**src/rtl/reg_file_scoreboard_pkg.sv**
```systemverilog
// Shared defaults for the register file with busy scoreboard.
package reg_file_scoreboard_pkg;
   localparam int unsigned DEF_DATA_WIDTH = 16;
   localparam int unsigned DEF_NUM_REGS   = 8;
   localparam bit          DEF_ZERO_REG   = 1'b1;
   localparam int unsigned ZERO_REG_IDX   = 0;
endpackage

```
**src/rtl/reg_file_scoreboard_read_port.sv**
```systemverilog
// One combinational read port: range check, zero-register mask and write-through bypass.
module rf_read_port
   import reg_file_scoreboard_pkg::*;
#(
   parameter int unsigned DATA_WIDTH = DEF_DATA_WIDTH,
   parameter int unsigned NUM_REGS   = DEF_NUM_REGS,
   parameter int unsigned ADDR_WIDTH = $clog2(NUM_REGS),
   parameter bit          ZERO_REG   = DEF_ZERO_REG
) (
   input  logic [ADDR_WIDTH-1:0]                i_rd_addr,
   input  logic [NUM_REGS-1:0][DATA_WIDTH-1:0]  i_regs,
   input  logic [NUM_REGS-1:0]                  i_busy,
   input  logic                                 i_wr_en,
   input  logic [ADDR_WIDTH-1:0]                i_wr_addr,
   input  logic [DATA_WIDTH-1:0]                i_wr_data,
   output logic [DATA_WIDTH-1:0]                o_rd_data,
   output logic                                 o_rd_busy
);
   localparam int unsigned CMP_W = ADDR_WIDTH + 1;

   logic w_in_range;
   logic w_is_zero;
   logic w_bypass;

   assign w_in_range = (CMP_W'(i_rd_addr) < CMP_W'(NUM_REGS));
   assign w_is_zero  = ZERO_REG && (i_rd_addr == ADDR_WIDTH'(ZERO_REG_IDX));
   assign w_bypass   = i_wr_en && (i_wr_addr == i_rd_addr);

   // Out-of-range and hardwired-zero reads return 0 / not busy, and never bypass.
   always_comb begin
      o_rd_data = '0;
      o_rd_busy = 1'b0;
      if (w_in_range && !w_is_zero) begin
         if (w_bypass) begin
            o_rd_data = i_wr_data;
         end else begin
            o_rd_data = i_regs[i_rd_addr];
            o_rd_busy = i_busy[i_rd_addr];
         end
      end
   end
endmodule

```
**src/rtl/reg_file_scoreboard.sv**
```systemverilog
// Multi-entry register file with two bypassed read ports, one write port
// and a per-register busy scoreboard for stalling on pending writebacks.
module reg_file_scoreboard
   import reg_file_scoreboard_pkg::*;
#(
   parameter int unsigned DATA_WIDTH = DEF_DATA_WIDTH,
   parameter int unsigned NUM_REGS   = DEF_NUM_REGS,
   parameter int unsigned ADDR_WIDTH = $clog2(NUM_REGS),
   parameter bit          ZERO_REG   = DEF_ZERO_REG
) (
   input  logic                  clk,
   input  logic                  clear_n,
   input  logic [ADDR_WIDTH-1:0] rd_addr_a,
   output logic [DATA_WIDTH-1:0] rd_data_a,
   output logic                  rd_busy_a,
   input  logic [ADDR_WIDTH-1:0] rd_addr_b,
   output logic [DATA_WIDTH-1:0] rd_data_b,
   output logic                  rd_busy_b,
   input  logic                  wr_en,
   input  logic [ADDR_WIDTH-1:0] wr_addr,
   input  logic [DATA_WIDTH-1:0] wr_data,
   input  logic                  rsv_en,
   input  logic [ADDR_WIDTH-1:0] rsv_addr,
   output logic                  rsv_ack,
   input  logic                  flush,
   output logic [NUM_REGS-1:0]   busy_vec
);
   localparam int unsigned CMP_W = ADDR_WIDTH + 1;

   logic [NUM_REGS-1:0][DATA_WIDTH-1:0] r_regs;
   logic [NUM_REGS-1:0]                 r_busy;
   logic [NUM_REGS-1:0]                 w_busy_nxt;

   logic w_wr_in_range;
   logic w_wr_zero;
   logic w_wr_ok;
   logic w_rsv_in_range;
   logic w_rsv_zero;
   logic w_rsv_free;
   logic w_rsv_set;

   assign w_wr_in_range  = (CMP_W'(wr_addr) < CMP_W'(NUM_REGS));
   assign w_wr_zero      = ZERO_REG && (wr_addr == ADDR_WIDTH'(ZERO_REG_IDX));
   assign w_wr_ok        = wr_en && w_wr_in_range && !w_wr_zero;

   assign w_rsv_in_range = (CMP_W'(rsv_addr) < CMP_W'(NUM_REGS));
   assign w_rsv_zero     = ZERO_REG && (rsv_addr == ADDR_WIDTH'(ZERO_REG_IDX));

   // A busy register is still reservable when its writeback lands this same cycle.
   always_comb begin
      w_rsv_free = 1'b0;
      if (w_rsv_zero) begin
         w_rsv_free = 1'b1;
      end else if (w_rsv_in_range) begin
         w_rsv_free = !r_busy[rsv_addr] || (wr_en && (wr_addr == rsv_addr));
      end
   end

   assign rsv_ack   = rsv_en && !flush && w_rsv_in_range && w_rsv_free;
   assign w_rsv_set = rsv_ack && !w_rsv_zero;

   // Per-bit priority: flush > reserve > write-release.
   always_comb begin
      w_busy_nxt = r_busy;
      if (flush) begin
         w_busy_nxt = '0;
      end else begin
         for (int i = 0; i < int'(NUM_REGS); i++) begin
            if (w_rsv_set && (rsv_addr == ADDR_WIDTH'(i))) begin
               w_busy_nxt[i] = 1'b1;
            end else if (w_wr_ok && (wr_addr == ADDR_WIDTH'(i))) begin
               w_busy_nxt[i] = 1'b0;
            end
         end
      end
      if (ZERO_REG) begin
         w_busy_nxt[ADDR_WIDTH'(ZERO_REG_IDX)] = 1'b0;
      end
   end

   always_ff @(posedge clk or negedge clear_n) begin
      if (!clear_n) begin
         r_regs <= '0;
         r_busy <= '0;
      end else begin
         if (w_wr_ok) begin
            r_regs[wr_addr] <= wr_data;
         end
         r_busy <= w_busy_nxt;
      end
   end

   assign busy_vec = r_busy;

   rf_read_port #(
      .DATA_WIDTH (DATA_WIDTH),
      .NUM_REGS   (NUM_REGS),
      .ADDR_WIDTH (ADDR_WIDTH),
      .ZERO_REG   (ZERO_REG)
   ) u_port_a (
      .i_rd_addr (rd_addr_a),
      .i_regs    (r_regs),
      .i_busy    (r_busy),
      .i_wr_en   (wr_en),
      .i_wr_addr (wr_addr),
      .i_wr_data (wr_data),
      .o_rd_data (rd_data_a),
      .o_rd_busy (rd_busy_a)
   );

   rf_read_port #(
      .DATA_WIDTH (DATA_WIDTH),
      .NUM_REGS   (NUM_REGS),
      .ADDR_WIDTH (ADDR_WIDTH),
      .ZERO_REG   (ZERO_REG)
   ) u_port_b (
      .i_rd_addr (rd_addr_b),
      .i_regs    (r_regs),
      .i_busy    (r_busy),
      .i_wr_en   (wr_en),
      .i_wr_addr (wr_addr),
      .i_wr_data (wr_data),
      .o_rd_data (rd_data_b),
      .o_rd_busy (rd_busy_b)
   );
endmodule

```
**config.mk**
```make
export PLATFORM = sky130hd
export DESIGN_NAME = reg_file_scoreboard
export DESIGN_NICKNAME = d
export VERILOG_FILES = /design/src/rtl/reg_file_scoreboard_pkg.sv /design/src/rtl/reg_file_scoreboard_read_port.sv /design/src/rtl/reg_file_scoreboard.sv
export SDC_FILE = /design/constraint.sdc
export NUM_CORES = 1
export LEC_CHECK = 0
export CAP_MARGIN = 20
export CORE_MARGIN = 2
export CORE_UTILIZATION = 40
export CTS_CLUSTER_SIZE = 40
export DETAILED_ROUTE_END_ITERATION = 8
export PLACE_DENSITY_LB_ADDON = 0.25
export SLEW_MARGIN = 40
export SYNTH_ARGS = -nofsm -noshare
export SYNTH_HDL_FRONTEND = slang
export SYNTH_SLANG_ARGS = --single-unit
```
**constraint.sdc**
```tcl
create_clock -name clk -period 1.4 [get_ports clk]
set_input_delay 0.14 -clock clk [delete_from_list [all_inputs] [get_ports clk]]
set_output_delay 0.14 -clock clk [all_outputs]
set_load 0.01 [all_outputs]
```
# ---- Word level (Yosys, flattened, before mapping)
# Index checks and enable logic that the tools add are counted.
dict set report word_totals {
  ff_bits 135
  latch_bits 0
  ramBits 0
  rom_bits 0
  inputBits 33
  out_inout_bits 43
  elab_cells 114
  memories 0
}
dict set report classes {
  addsub 0
  n_mul 0
  div_mod_pow 0
  magnitude_cmp 5
  n_eq_ne 17
  shifts 0
  mux 38
  n_bitwise 0
  n_reduce_logical 39
}
# cell n
set op_table {}
lappend op_table {{$bwmux W128} 1}
lappend op_table {{$mux W16} 7}
lappend op_table {{$bmux W16 S3} 2}
lappend op_table {{$demux W16 S3} 1}
lappend op_table {{$eq A3 B3 Y1 const B} 8}
lappend op_table {{$logic_and A1 B1 Y1} 23}
lappend op_table {{$mux W1} 23}
lappend op_table {{$reduce_bool A3 Y1} 7}
lappend op_table {{$lt A3 B4 Y1 const B} 4}
lappend op_table {{$eq A3 B2 Y1 const B} 4}
lappend op_table {{$logic_not A3 Y1} 4}
lappend op_table {{$bmux W1 S3} 3}
lappend op_table {{$eq A3 B3 Y1} 3}
lappend op_table {{$mux W8} 1}
lappend op_table {{$eq A3 B1 Y1 const B} 2}
lappend op_table {{$logic_not A1 Y1} 4}
lappend op_table {{$ge A3 B1 Y1 const B} 1}
lappend op_table {{$logic_or A1 B1 Y1} 1}

# ---- Logic depth before layout (Yosys ltp)
# Gate-level depths: netlist of run 1.
dict set report logic_depth {
  depth_word 10
  depth_mapped 6
  ltp_nobuf 4
}

# ---- Hierarchy
# A second synthesis of run 1 with hierarchy kept.
dict set report hier_totals {
  cells_unflattened 604
  area_unflattened_um2 8051.5
}
# mod n_inst cells_per_inst area_per_inst_um2
set modules_own_cells {}
lappend modules_own_cells {reg_file_scoreboard 1 326 5323.9}
lappend modules_own_cells {rf_read_port 2 139 1363.8}

# ---- Least setup slack after synthesis of run 1
# Ideal clock, no wire load.
dict set report synth_timing {
  kind {reg2out}
  startpoint {register r_busy[7], in the netlist busy_vec[7]}
  endpoint {output port rsv_ack}
  t_arrival_ns 1.250
  t_required_ns 1.260
  slack_ns 0.010
  stages_incl_launch_ff 4
  n_path_buf 0
  cell_sequence {dfrtp_1 mux4_2 nand2b_1 a31oi_1}
}
dict set report synth_between {
  elab_chain_len 6
}
# element line_no
set synth_rtl {}
lappend synth_rtl {{start, declared} reg_file_scoreboard.sv:31} ;# logic [NUM_REGS-1:0] r_busy;
lappend synth_rtl {{start signal, assigned} reg_file_scoreboard.sv:89} ;# r_busy <= w_busy_nxt;
lappend synth_rtl {{$bmux W1 S3} reg_file_scoreboard.sv:55} ;# w_rsv_free = !r_busy[rsv_addr] || (wr_en && (wr_addr == rsv_addr));
lappend synth_rtl {{$mux W1 (not written as such)} reg_file_scoreboard.sv:55}
lappend synth_rtl {{$logic_not A1 Y1} reg_file_scoreboard.sv:55}
lappend synth_rtl {{$logic_or A1 B1 Y1} reg_file_scoreboard.sv:55}
lappend synth_rtl {{$mux W1} reg_file_scoreboard.sv:52} ;# if (w_rsv_zero) begin
lappend synth_rtl {{$logic_and A1 B1 Y1} reg_file_scoreboard.sv:59} ;# assign rsv_ack = rsv_en && !flush && w_rsv_in_range && w_rsv_free;
lappend synth_rtl {{end, declared} reg_file_scoreboard.sv:24} ;# output logic rsv_ack,
# No other way between the ends. The select of a mux whose other input is x is not followed.

# ---- Final worst setup path of run 1
dict set report layout_timing {
  startpoint {register r_regs[90] (netlist bit)}
  endpoint {output port rd_data_b[10]}
}
dict set report layout_between {
  elab_chain_len 4
}
# element line_no
set layout_rtl {}
lappend layout_rtl {{start, declared} reg_file_scoreboard.sv:30} ;# logic [NUM_REGS-1:0][DATA_WIDTH-1:0] r_regs;
lappend layout_rtl {{start signal, assigned by index} reg_file_scoreboard.sv:87} ;# r_regs[wr_addr] <= wr_data;
lappend layout_rtl {{$bmux W16 S3} reg_file_scoreboard_read_port.sv:37} ;# o_rd_data = i_regs[i_rd_addr];
lappend layout_rtl {{$mux W16 (not written as such)} reg_file_scoreboard_read_port.sv:37}
lappend layout_rtl {{$mux W16} reg_file_scoreboard_read_port.sv:34} ;# if (w_bypass) begin
lappend layout_rtl {{$mux W16} reg_file_scoreboard_read_port.sv:33} ;# if (w_in_range && !w_is_zero) begin
lappend layout_rtl {{end, declared} reg_file_scoreboard.sv:17} ;# output logic [DATA_WIDTH-1:0] rd_data_b,
# No other way between the ends. The select of a mux whose other input is x is not followed.

==> results of run 1 <==
-- layout make-up --
type / instances / area, µm²
Fill cell: 1652 / 8935
Multi-Input combinational cell: 339 / 4169
Sequential cell: 135 / 3378
Timing Repair Buffer: 196 / 1919
Clock buffer: 24 / 511.7
Tap cell: 265 / 331.6
Clock inverter: 7 / 210.2
Inverter: 2 / 7.507
-- path summary, 6_finish.rpt --
kind                                                 to  slack [ns]  cells past startpoint
worst max-delay path                      rd_data_b[10]       -0.56                      4
max in group asynchronous        r_regs[39]$_DFFE_PN0P_        0.54                      3
worst min register to register    r_regs[2]$_DFFE_PN0P_        0.40                      0
worst min-delay path            busy_vec[6]$_DFFE_PN0P_        0.20                      2
worst max register to register  busy_vec[1]$_DFFE_PN0P_        0.32                      4
min in group clk                busy_vec[4]$_DFFE_PN0P_        0.28                      4
-- per-layer routing --
layer | routed length, µm | vias up | track usage [%]
li1 | - | 2376 | -
met1 | 9566 | 2847 | 30.58
met2 | 11440 | 149 | 38.31
met3 | 947 | 27 | 4.146
met4 | 342 | 0 | 7.409
met5 | 0 | - | 0
-- power groups by stage --
| stage | combinational, W | sequential (W) | clock, W |
|---|---|---|---|
| final | 0.00356 | 0.00516 | 0.00547 |
| after global routing | 0.00382 | 0.00525 | 0.00572 |
| after global placement | 0.00344 | 0.00510 | 0 |
| after floorplan | 0.00213 | 0.00500 | 0 |
| after detailed placement | 0.00351 | 0.00519 | 0 |
| after CTS | 0.00350 | 0.00514 | 0.00552 |
-- registers in the layout, summed over array words and instances (netlist names) --
signal	count
r_regs	128
busy_vec	7
-- placed cells by master (no fill, tap or decap), types with 2 or more instances in the layout --
master and count:
buf_12 29, a21o_1 2, a31oi_1 2, buf_4 87
a211oi_2 12, inv_1 2, nand3b_1 5, a211o_1 6
mux2i_1 25, nand2b_1 4, nand4_2 2, dlygate4sd2_1 6
clkdlybuf4s50_1 20, mux2i_4 3, buf_2 39, clkbuf_16 18
nand4b_2 3, nor4bb_4 2, o311a_1 2, bufinv_16 7
clkdlybuf4s15_1 2, mux4_1 2, mux2i_2 7, buf_6 6
a211oi_1 20, xnor2_1 9, a211oi_4 2, mux4_2 64
clkbuf_8 6, mux2_2 112, nor2_1 32, nand4_1 2
nand2_1 7, o21ai_0 3, bufbuf_16 3, a21oi_1 2
dfrtp_1 135, nor3_4 3
-- per-stage QoR --
stage                     power (W)  setup TNS, ns
after detailed placement   0.008699         -79.69
after CTS                   0.01415         -17.01
final                       0.01419         -16.46
after global placement     0.008543         -77.28
after floorplan            0.007126              0
after global routing        0.01479         -18.76
-- cell families (layout without fill, tap and decap cells) --
kind of cell / count (synthesis) / in the layout / share of synthesized area, %
simple gates: 63 / 63 / 4.474
xor+xnor: 9 / 9 / 0.9961
flops: 135 / 135 / 42.69
other cells: 1 / 1 / 0.04739
compound gates: 52 / 52 / 4.933
mux: 214 / 214 / 40.93
buf+inv: 61 / 229 / 5.929
-- what timing repair did --
| item | CTS | global route |
|---|---|---|
| cloned | 4 | 0 |
| hold buffers | 1 | 0 |
| resized for setup | 229 | 18 |
| pin swaps | 20 | 12 |
| setup buffers | 14 | 5 |
| endpoints found under the setup margin | 90 | 56 |
| endpoints found under the hold margin | 23 | 0 |
==> metrics.csv, run 1 <==
metric;value;unit
pwr-share-seq;36.3;%
post-route-util;54.09;%
drive_gt1_share;58.32;%
slowest_stage;mux4_4;
slowest_delay;0.59;ns
finalHoldViolCount;0;
finClkSkew;0;ns
powerDensity;1348;mW/mm²
synthesis.area;0.007914;mm²
wl;22.30;mm
ant_nets;0;
switchingPower;0.003596;W
setup_viol;35;
cts_buffer_depth;2;
clockRootBuffer;clkbuf_16;
yosysSeqAreaShare;42.69;%
cts_buffers;17;
die_x;144.7;µm
crit_path_max_fanout;3;
floorplan.die_area;0.02093;mm²
grt_pass1_wl;34.89;mm
r2r-start;busy_vec[1]$_DFFE_PN0P_;
cp.arrival;1.82;ns
antenna_found_initial;0;
path_clk_slew;0.05;ns
core;0.01946;mm²
postPlaceCellArea;0.009686;mm²
endpoint_kind;primary output;
share_comb_of_total_power;25.1;%
chipHeight;144.7;µm
timing.final.crit_period;1.962;ns
synth.top_cell.area_share;42.69;%
yosys-top-cells-count;dfrtp_1, mux2_2, mux2i_1, mux4_2, a211oi_1;
design_area;0.01053;mm²
diodes;0;
violations;negative setup slack;
cts_sinks;135;
status;finished with violations;
drt-initial-drc-count;305;
port_buffers;74;
synth_top_area_cell;dfrtp_1;
leakage;4.614;nW
synth.distinct_cells;35;
final-max-slew-violation-count;0;
crit_family;multiplexers;
fmax;0.5097;GHz
startpoint_type;flop;
start_util;40.66;%
clkPwrFrac;38.5;%
holdCritPathClass;in -> async;
grt_max_degree;61;
synth.most_common_cell;dfrtp_1;
tritoncts;yes;
final_nets;724;
fin_cells;968;
grt_overflow;0;
dr_total_vias;5399;
rows;51;
vdd_ir_drop_max;1.054;mV
crit_path_start;r_regs[90]$_DFFE_PN0P_;
syn2layout_area_growth;33.03;%
min_period_over_period;140.1;%
synthFlopType;dfrtp_1;
synth-seq-cells;135;
intPower;0.01059;W
routabilityCongestion;0.8224;
maxCapViolCount;0;
async_reset_ff_share;100.0;%
setup_ws;-0.5620;ns
place_hpwl;14.67;mm
firstDrtPassIters;4;
synth_edf_count;0;
required;1.26;ns
synth_nets;568;
synth_area_leaders;dfrtp_1, mux2_2, mux4_1, mux4_2, mux2i_1;
critical_path.cell_chain;mux4_4 -> mux2i_1 -> a211oi_1 -> buf_2;
clk_latency;0.43;ns
htree_num_levels;4;
syn_area_per_cell;14.79;µm²
rsz0062_at_grt;true;
dp.cells;919;
whs;0.1969;ns
num_io_pins;76;
routed_via_density;5.577;
path_buf_inv;1;
grt_usage;22.94;%
grt_pass1_vias;5881;
wl_per_cell;23.04;µm
crit_type;reg -> out;
pre_cts_ws;-1.035;ns
ys_warn_count;0;
swShare;25.35;%
synthCells;535;
drc;0;
Power figures use the tool's default switching activity.
==> run 2: changes to the inputs <==
--- a/config.mk
+++ b/config.mk
@@ -10,6 +10,7 @@
 export CORE_UTILIZATION = 40
 export CTS_CLUSTER_SIZE = 40
 export DETAILED_ROUTE_END_ITERATION = 8
+export MAX_ROUTING_LAYER = met4
 export PLACE_DENSITY_LB_ADDON = 0.25
 export SLEW_MARGIN = 40
 export SYNTH_ARGS = -nofsm -noshare
==> constraint.sdc (replaced) <==
create_clock -name clk -period 2.39 [get_ports clk]
set_input_delay 0.239 -clock clk [delete_from_list [all_inputs] [get_ports clk]]
set_output_delay 0.239 -clock clk [all_outputs]
set_load 0.01 [all_outputs]
==> metrics.csv, run 2 (synthesized netlist as in run 1, its figures left out) <==
metric;value;unit
timing.final.crit_period;2.228;ns
fmax;0.4488;GHz
final-max-slew-violation-count;0;
grt_usage;21.77;%
syn2layout_area_growth;25.11;%
r2r-start;busy_vec[2]$_DFFE_PN0P_;
crit_type;reg -> out;
dr_total_vias;5185;
routabilityCongestion;0.8207;
final_nets;662;
crit_family;multiplexers;
ff2ff_path_depth;2;
max_slew.worst_pin.slew;0.5551;ns
leakage;4.412;nW
clockRootBuffer;clkbuf_16;
ant_nets;0;
final_common_cell;dfrtp_1;
place_hpwl;13.92;mm
vdd_ir_drop_max;0.5388;mV
floorplan.die_area;0.02093;mm²
chipHeight;144.7;µm
wl;20.82;mm
required;2.15;ns
slowest_stage;mux4_1;
cts_buffers;17;
grt_pass1_wl;32.47;mm
setup_tns;0;ns
drc;0;
grt_max_degree;38;
num_io_pins;76;
setup_viol;0;
routed_via_density;5.717;
antenna_found_initial;0;
diodes;0;
die_x;144.7;µm
tritoncts;yes;
cp.arrival;1.99;ns
start_util;40.66;%
core;0.01946;mm²
drt-initial-drc-count;352;
grt_pass1_vias;5514;
p_total;0.007608;W
firstDrtPassIters;6;
clk_latency;0.42;ns
final_cell_mix;dfrtp_1, mux2_2, buf_4;
powerDensity;768.4;mW/mm²
largest_reg_flops;128;
regMostFlops;r_regs;
maxSlewHeadroom;62.99;%
rsz0062_at_grt;false;
path_buf_inv;1;
port_buffers;74;
grt_overflow;0;
finalHoldViolCount;0;
r2r-end;busy_vec[2]$_DFFE_PN0P_;
rows;51;
cts_sinks;135;
holdCritPathClass;in -> async;
cts_buffer_depth;2;
r2r_slack;1.49;ns
htree_num_levels;4;
min_period_over_period;93.22;%
startpoint_type;flop;
maxCapViolCount;0;
finClkSkew;0;ns
drive_gt1_share;41.74;%
crit_path_max_fanout;6;
wl_per_cell;22.95;µm
endpoint_kind;primary output;
critical_path.cell_chain;mux4_1 -> a21o_1 -> o311a_1 -> dlygate4sd2_1;
slowest_delay;0.53;ns
status;finished clean;
path_clk_slew;0.06;ns
[run 2: what timing repair did]
item,CTS,global route
endpoints found under the setup margin,31,11
pin swaps,2,2
hold buffers,1,0
resized for setup,38,15
endpoints found under the hold margin,33,0
setup buffers,1,0
[run 2: report_power, final]
part | internal, W | total [W] | switching (W) | leakage, nW
combinational | 0.00114 | 0.00187 | 0.000727 | 2.47
sequential | 0.00271 | 0.00301 | 0.000301 | 1.66
clock | 0.00168 | 0.00272 | 0.00104 | 0.286
total | 0.00554 | 0.00761 | 0.00207 | 4.41
[run 2: final cells by class]
type | count | area (µm²)
fillers | 1634 | 9562
multi-input cells | 339 | 4164
flip-flops and latches | 135 | 3383
repair buffers | 134 | 1399
clock buffers | 19 | 442.9
well taps | 265 | 331.6
clock inverters | 13 | 172.7
inverters | 2 | 7.507
[run 2: per-layer routing]
| layer | vias to the layer above | global-route usage, % | wire (µm) |
|---|---|---|---|
| met5 | - | - | 0 |
| met3 | 23 | 4.014 | 889 |
| met1 | 2712 | 27.46 | 8875 |
| li1 | 2286 | - | - |
| met4 | 0 | 6.694 | 386 |
| met2 | 164 | 36.07 | 10670 |
[run 2: metrics by stage]
| stage | utilization (%) | hold slack, ns | setup WS [ns] | instances | cell area (µm²) |
|---|---|---|---|---|---|
| 2_1_floorplan | - | -0.05659 | 0.8040 | 535 | 7914 |
| 3_3_place_gp | 47.28 | 0.2508 | -0.1570 | 873 | 9203 |
| 3_5_place_dp | 47.28 | 0.2525 | -0.2082 | 873 | 9203 |
| 4_1_cts | 50.67 | 0.3809 | 0.0002698 | 907 | 9861 |
| 5_1_grt | 50.87 | 0.4092 | 0.04020 | 907 | 9901 |
| 6_report | 50.87 | 0.3772 | 0.1620 | 907 | 9901 |
[run 2: worst max path at each step]
stage,startpoint,endpoint,slack [ns],depth (start not counted)
after floorplan,wr_addr[0],rd_data_b[13],0.80,5
after global placement,rd_addr_a[0],rd_data_a[5],-0.16,6
after detailed placement,rd_addr_a[0],rd_data_a[8],-0.21,6
after CTS,r_regs[48]$_DFFE_PN0P_,rd_data_b[0],0.0003,4
after global routing,wr_addr[1],rd_data_a[3],0.04,7
final,busy_vec[3]$_DFFE_PN0P_,rd_busy_a,0.16,4
